File: config.mk
export PLATFORM = sky130hd
export DESIGN_NAME = evo_gpio_port
export DESIGN_NICKNAME = d
export VERILOG_FILES = /design/src/rtl/evo_gpio_pkg.sv /design/src/rtl/evo_gpio_sync.sv /design/src/rtl/evo_gpio_port.sv
export SDC_FILE = /design/constraint.sdc
export NUM_CORES = 1
export LEC_CHECK = 0
export CELL_PAD_IN_SITES_DETAIL_PLACEMENT = 1
export CELL_PAD_IN_SITES_GLOBAL_PLACEMENT = 2
export CORE_MARGIN = 2
export CORE_UTILIZATION = 39
export DETAILED_ROUTE_END_ITERATION = 10
export PLACE_DENSITY_LB_ADDON = 0.3
export SLEW_MARGIN = 25
export SYNTH_ARGS = -nofsm -noshare
export SYNTH_HDL_FRONTEND = slang
export SYNTH_SLANG_ARGS = --single-unit
File: constraint.sdc
create_clock -name clk -period 15.2 [get_ports clk]
set_input_delay 1.52 -clock clk [delete_from_list [all_inputs] [get_ports clk]]
set_output_delay 1.52 -clock clk [all_outputs]
set_load 0.005 [all_outputs]
File: src/rtl/evo_gpio_pkg.sv
// Shared types and helpers for the GPIO port register block.
// CSR bus widths live here until the common constant package absorbs them.
package evo_gpio_pkg;

  localparam int unsigned CSR_AWIDTH    = 16;
  localparam int unsigned CSR_DWIDTH    = 32;
  localparam int unsigned GPIO_WIN_BITS = 4;

  typedef enum logic [3:0] {
    GPIO_OFF_DIR    = 4'd0,
    GPIO_OFF_DIRCLR = 4'd1,
    GPIO_OFF_DIRSET = 4'd2,
    GPIO_OFF_DIRTGL = 4'd3,
    GPIO_OFF_OUT    = 4'd4,
    GPIO_OFF_OUTCLR = 4'd5,
    GPIO_OFF_OUTSET = 4'd6,
    GPIO_OFF_OUTTGL = 4'd7,
    GPIO_OFF_IN     = 4'd8,
    GPIO_OFF_PCMSK  = 4'd9,
    GPIO_OFF_PCIFR  = 4'd10
  } gpio_off_e;

  // Low two offset bits select the alias within a DIR/OUT group.
  typedef enum logic [1:0] {
    GPIO_OP_WR  = 2'd0,
    GPIO_OP_CLR = 2'd1,
    GPIO_OP_SET = 2'd2,
    GPIO_OP_TGL = 2'd3
  } gpio_op_e;

  function automatic logic [31:0] apply_op(logic [31:0] value, logic [31:0] data, gpio_op_e op);
    case (op)
      GPIO_OP_CLR: return value & ~data;
      GPIO_OP_SET: return value | data;
      GPIO_OP_TGL: return value ^ data;
      default:     return data;
    endcase
  endfunction

endpackage

File: src/rtl/evo_gpio_sync.sv
// Async-reset flop chain used to bring pad-side signals into the clk domain.
module evo_gpio_sync #(
  parameter int unsigned Width  = 1,
  parameter int unsigned Stages = 2
) (
  input  logic             clk,
  input  logic             reset,
  input  logic [Width-1:0] d,
  output logic [Width-1:0] q
);

  logic [Width-1:0] stage_q [Stages];

  always_ff @(posedge clk or posedge reset) begin
    if (reset) begin
      for (int unsigned i = 0; i < Stages; i++) stage_q[i] <= '0;
    end else begin
      stage_q[0] <= d;
      for (int unsigned i = 1; i < Stages; i++) stage_q[i] <= stage_q[i-1];
    end
  end

  assign q = stage_q[Stages-1];

endmodule

File: src/rtl/evo_gpio_port.sv
// Per-port GPIO register block: DIR/OUT with CLR/SET/TGL aliases, synchronised IN view and,
// when EVO_GPIO_PCINT_EN is defined, pin-change flags (PCMSK/PCIFR) with an irq output.
module evo_gpio_port
  import evo_gpio_pkg::*;
#(
  parameter int unsigned           DWIDTH        = 32,
  parameter logic [31:0]           PADMASK       = 32'hFFFFFFFF,
  parameter logic [CSR_AWIDTH-1:0] BASE_ADDR     = '0,
  parameter logic [31:0]           DIRX_RST_VAL  = 32'h0,
  parameter logic [31:0]           OUTX_RST_VAL  = 32'h0,
  parameter logic [31:0]           PCMSK_RST_VAL = 32'h0
) (
  input  logic                  clk,
  input  logic                  reset,
  input  logic [CSR_AWIDTH-1:0] csr_address,
  input  logic                  csr_read,
  input  logic                  csr_write,
  input  logic [CSR_DWIDTH-1:0] csr_writedata,
  output logic [CSR_DWIDTH-1:0] csr_readdata,
  output logic                  csr_readdatavalid,
  input  logic [DWIDTH-1:0]     port_in,
  output logic [DWIDTH-1:0]     port_out,
  output logic [DWIDTH-1:0]     port_dir,
  output logic                  irq
);

  localparam logic [31:0] WMASK = (DWIDTH >= 32) ? 32'hFFFFFFFF : ((32'h1 << DWIDTH) - 32'h1);
  localparam logic [31:0] MASK  = PADMASK & WMASK;

  logic        sel, wr, rd;
  logic [3:0]  off;
  logic [31:0] wdata, rd_val;
  logic [31:0] dir_q, dir_d, out_q, out_d;
  logic [31:0] in_val, pcmsk_q, pcifr_q;
  logic [DWIDTH-1:0] pin_sync;

  assign sel   = csr_address[CSR_AWIDTH-1:GPIO_WIN_BITS] == BASE_ADDR[CSR_AWIDTH-1:GPIO_WIN_BITS];
  assign off   = csr_address[GPIO_WIN_BITS-1:0];
  assign wr    = csr_write & sel;
  assign rd    = csr_read & sel;
  assign wdata = csr_writedata & MASK;

  evo_gpio_sync #(
    .Width (DWIDTH),
    .Stages(2)
  ) u_sync (
    .clk  (clk),
    .reset(reset),
    .d    (port_in),
    .q    (pin_sync)
  );

  always_comb begin
    in_val = '0;
    in_val[DWIDTH-1:0] = pin_sync;
    in_val = in_val & MASK;
  end

  always_comb begin
    dir_d = dir_q;
    out_d = out_q;
    if (wr && off[3:2] == 2'b00) dir_d = apply_op(dir_q, wdata, gpio_op_e'(off[1:0]));
    if (wr && off[3:2] == 2'b01) out_d = apply_op(out_q, wdata, gpio_op_e'(off[1:0]));
  end

`ifdef EVO_GPIO_PCINT_EN
  logic [31:0] in_dly, chg, pcmsk_d, pcifr_d;
  logic [1:0]  prime_q;
  logic        irq_q;

  evo_gpio_sync #(
    .Width (32),
    .Stages(1)
  ) u_dly (
    .clk  (clk),
    .reset(reset),
    .d    (in_val),
    .q    (in_dly)
  );

  // Edges are ignored until the synchroniser has flushed its reset zeros.
  always_comb begin
    chg     = (prime_q == 2'd3) ? ((in_val ^ in_dly) & pcmsk_q & MASK) : '0;
    pcmsk_d = (wr && off == GPIO_OFF_PCMSK) ? wdata : pcmsk_q;
    pcifr_d = pcifr_q;
    if (wr && off == GPIO_OFF_PCIFR) pcifr_d = pcifr_d & ~wdata;
    pcifr_d = pcifr_d | chg;
  end

  always_ff @(posedge clk or posedge reset) begin
    if (reset) begin
      prime_q <= 2'd0;
      pcmsk_q <= PCMSK_RST_VAL & MASK;
      pcifr_q <= '0;
      irq_q   <= 1'b0;
    end else begin
      if (prime_q != 2'd3) prime_q <= prime_q + 2'd1;
      pcmsk_q <= pcmsk_d;
      pcifr_q <= pcifr_d;
      irq_q   <= |pcifr_q;
    end
  end

  assign irq = irq_q;
`else
  assign pcmsk_q = '0;
  assign pcifr_q = '0;
  assign irq     = 1'b0;
`endif

  always_comb begin
    rd_val = '0;
    case (off)
      GPIO_OFF_DIR:   rd_val = dir_q;
      GPIO_OFF_OUT:   rd_val = out_q;
      GPIO_OFF_IN:    rd_val = in_val;
      GPIO_OFF_PCMSK: rd_val = pcmsk_q;
      GPIO_OFF_PCIFR: rd_val = pcifr_q;
      default:        rd_val = '0;
    endcase
  end

  // Unselected reads return 0 so the interconnect can OR-reduce all ports.
  always_ff @(posedge clk or posedge reset) begin
    if (reset) begin
      dir_q             <= DIRX_RST_VAL & MASK;
      out_q             <= OUTX_RST_VAL & MASK;
      csr_readdata      <= '0;
      csr_readdatavalid <= 1'b0;
    end else begin
      dir_q             <= dir_d;
      out_q             <= out_d;
      csr_readdatavalid <= rd;
      csr_readdata      <= rd ? rd_val : '0;
    end
  end

  assign port_dir = dir_q[DWIDTH-1:0];
  assign port_out = out_q[DWIDTH-1:0];

endmodule

==> run_results.csv <==
group,metric,value,unit
clock_tree,hold_buffers,0,
die,die_h,161,um
routing,ant_nets,0,
timing,hold_viol,0,
global_routing,track_usage,0.204,
logic_synthesis,syn_inst,727,
timing,relSlewSlack,0.364,
global_routing,grt_pass1_vias,7276,
die,die_x,161,um
worst_hold_path,min_path_cells,0,
setup_path,crit_buf_inv,2,
clock_tree,cts_max_level,4,
routing,drt_first_pass_iters,4,
timing,fmax,288,MHz
logic_synthesis,syn_nets,939,
setup_path,worstSetupPathType,"primary input to flip-flop",
timing,worst_pin_slew,955,ps
final_layout,n_fill_cell,2449,
clock_tree,ctsResizeCount,0,
timing,setup_viol_count_final,0,
run,max-cap-violations,0,
clock_tree,cts.path.max_buffers,2,
setup_path,reg2reg_depth,4,
power,power_frac_comb,0.112,
final_layout,design_area,12300,um2
setup_path,crit_fanout,32,
logic_synthesis,ys_warn_count,0,
power,p_switching,238,uW
worst_hold_path,hold_class,"flip-flop to flip-flop",
clock_tree,root_buffer,"clkbuf_16",
global_routing,grt_max_degree,82,
die,num_io_pins,182,
timing,finalSetupTns,0,ps
timing,grt_setup_unrepaired,"no",
clock_tree,clk_pin_slew,60,ps
place,placed_cell_area,11700,um2
timing,skew,7.30,ps
power,pwr-share-seq,0.435,
logic_synthesis,netlist_area,9650,um2
final_layout,fin_util,0.508,
worst_hold_path,min_from,"u_sync.stage_q[61]",
routing,drc_errors,0,
setup_path,cp-start-kind,"primary input",
setup_path,crit_path_end_kind,"flip-flop",
routing,first_iter_violations,267,
logic_synthesis,synth-seq-cells,161,
final_layout,layout_commonest_cell,"clkdlybuf4s50_1",
power,peakVddDrop,46.9,uV
global_routing,overflow,0,
routing,via_per_inst,5.06,
final_layout,areaGrowthSynthToFinish,27.9,%
setup_path,crit_slowest_cell,"or4_1",
outcome,outcome,"finished clean",
final_layout,layout_common_cells,"176 x clkdlybuf4s50_1, 162 x inv_1, 161 x dfrtp_1",
power,p_per_area,82.0,nW/um2
setup_path,critPathArrivalTime,3790,ps
die,rows,57,
final_layout,layout.nets,1106,
routing,num_vias,6229,
timing,finalCriticalPeriod,3470,ps
setup_path,path_cells,"clkdlybuf4s50_1, or4_1, nor4_4, buf_4, mux2_2",
logic_synthesis,synth.distinct_cells,23,
setup_path,cp.required,15510,ps
setup_path,timing.rr.start,"port_out[21]",
final_layout,drive_gt1_frac,0.227,
power,switching_share,0.235,
clock_tree,numClockSinks,161,
setup_path,r2r-end,"port_out[21]",
timing,finalCritPeriodShare,0.229,
setup_path,path_depth,5,
global_routing,antenna_found_initial,1,
setup_path,reg2reg_slack,13520,ps
die,start_util,0.397,
logic_synthesis,seq_area_frac_synth,0.417,
place,hpwl,17100,um
die,coreArea,24300,um2
clock_tree,cts_buffers,17,
die,die_area,26000,um2
power,intPower,774,uW
power,p_clk_frac,0.453,
clock_tree,postCtsSetupBuffers,0,
routing,wl_per_cell,20.5,um
setup_path,max_stage_delay,650,ps
place,numPortBuffers,180,
clock_tree,cts_tree,"yes",
logic_synthesis,syn_area_per_cell,13.3,um2
place,gp_congestion,0.712,
global_routing,grt_pass1_wl,40700,um
power,power_leakage,0.00574,uW
worst_hold_path,min_to,"u_sync.q[29]",
clock_tree,clk_latency,430,ps
routing,drt_wl_total,25200,um
timing,slew_viol_final,0,
setup_path,cp_top_family,"buffers and inverters",
## registers in the layout, summed over array words and instances, names as in the netlist
| signal | flops |
|---|---|
| csr_readdata | 32 |
| port_dir | 32 |
| port_out | 32 |
| u_sync.q | 32 |
| u_sync.stage_q | 32 |
| csr_readdatavalid | 1 |
## worst max path at each step
stage / start / to / slack (ps)
CTS: csr_address[13] / port_dir[2] / 11730
finish: csr_address[9] / port_dir[14] / 11730
detailed placement: csr_address[13] / port_dir[2] / 11270
floorplan: reset / csr_readdata[0] / 9330
global placement: csr_address[1] / csr_readdata[0] / 11280
global route: csr_address[9] / port_dir[18] / 11660
## cells in the mapped netlist
cell type	number	area, um2
or3b_2	1	8.76
a2bb2oi_1	32	280
or4_4	3	33.8
mux2i_1	32	320
nand3b_1	1	7.51
buf_8	3	45.0
buf_2	6	30.0
a211o_1	1	8.76
buf_4	7	52.6
nor3_1	3	15.0
mux2_2	64	721
conb_1	1	3.75
buf_1	5	18.8
ha_1	128	1600
nor2b_1	1	6.26
clkbuf_1	18	67.6
inv_1	163	612
nor3_2	29	290
or4_1	1	7.51
mux4_2	64	1440
dfrtp_1	161	4030
buf_6	1	11.3
nor4_4	2	42.5
## through the flow
step | hold WS, ps | worst slack, ps | power, uW | cells
detailed placement | 336 | 11270 | 564 | 1199
global placement | 332 | 11280 | 553 | 1197
floorplan | 331 | 9330 | 517 | 727
global route | 357 | 11660 | 1060 | 1229
finish | 348 | 11730 | 1010 | 1230
CTS | 350 | 11730 | 1030 | 1229
## per-layer routing
metal,track usage,part of all wire
met5,0,0
met4,0.0629,0.015
met3,0.0357,0.034
met2,0.365,0.52
met1,0.252,0.43
## power by group through the flow
stage | Clock, uW | Combinational (uW) | Sequential (uW)
3_5_place_dp | 0 | 116 | 448
5_1_grt | 489 | 126 | 440
2_1_floorplan | 0 | 69.9 | 447
4_1_cts | 469 | 116 | 440
3_3_place_gp | 0 | 106 | 447
6_report | 459 | 113 | 440
## cell families (layout without fill, tap and decap cells)
| group | after synthesis | in the layout | share of synthesized area |
|---|---|---|---|
| DFF | 161 | 161 | 0.417 |
| and+or+nand+nor | 41 | 41 | 0.0426 |
| AOI/OAI and AO/OA | 33 | 33 | 0.0299 |
| muxes | 160 | 160 | 0.257 |
| other | 1 | 2 | 0.000388 |
| adders and majority gates | 128 | 128 | 0.166 |
| buffers and inverters | 203 | 381 | 0.0867 |
## area by class of cell
cell class / count / area (um2) / share of cell area
tap: 324 / 405 / 0.0328
sequential: 161 / 4030 / 0.326
clock inverter: 9 / 158 / 0.0128
timing repair buffer: 188 / 1880 / 0.152
clock buffer: 21 / 450 / 0.0365
antenna: 1 / 2.50 / 0.000203
inverter: 163 / 617 / 0.0500
multi-input combinational: 363 / 4800 / 0.389
(Power assumes the default switching activity.)
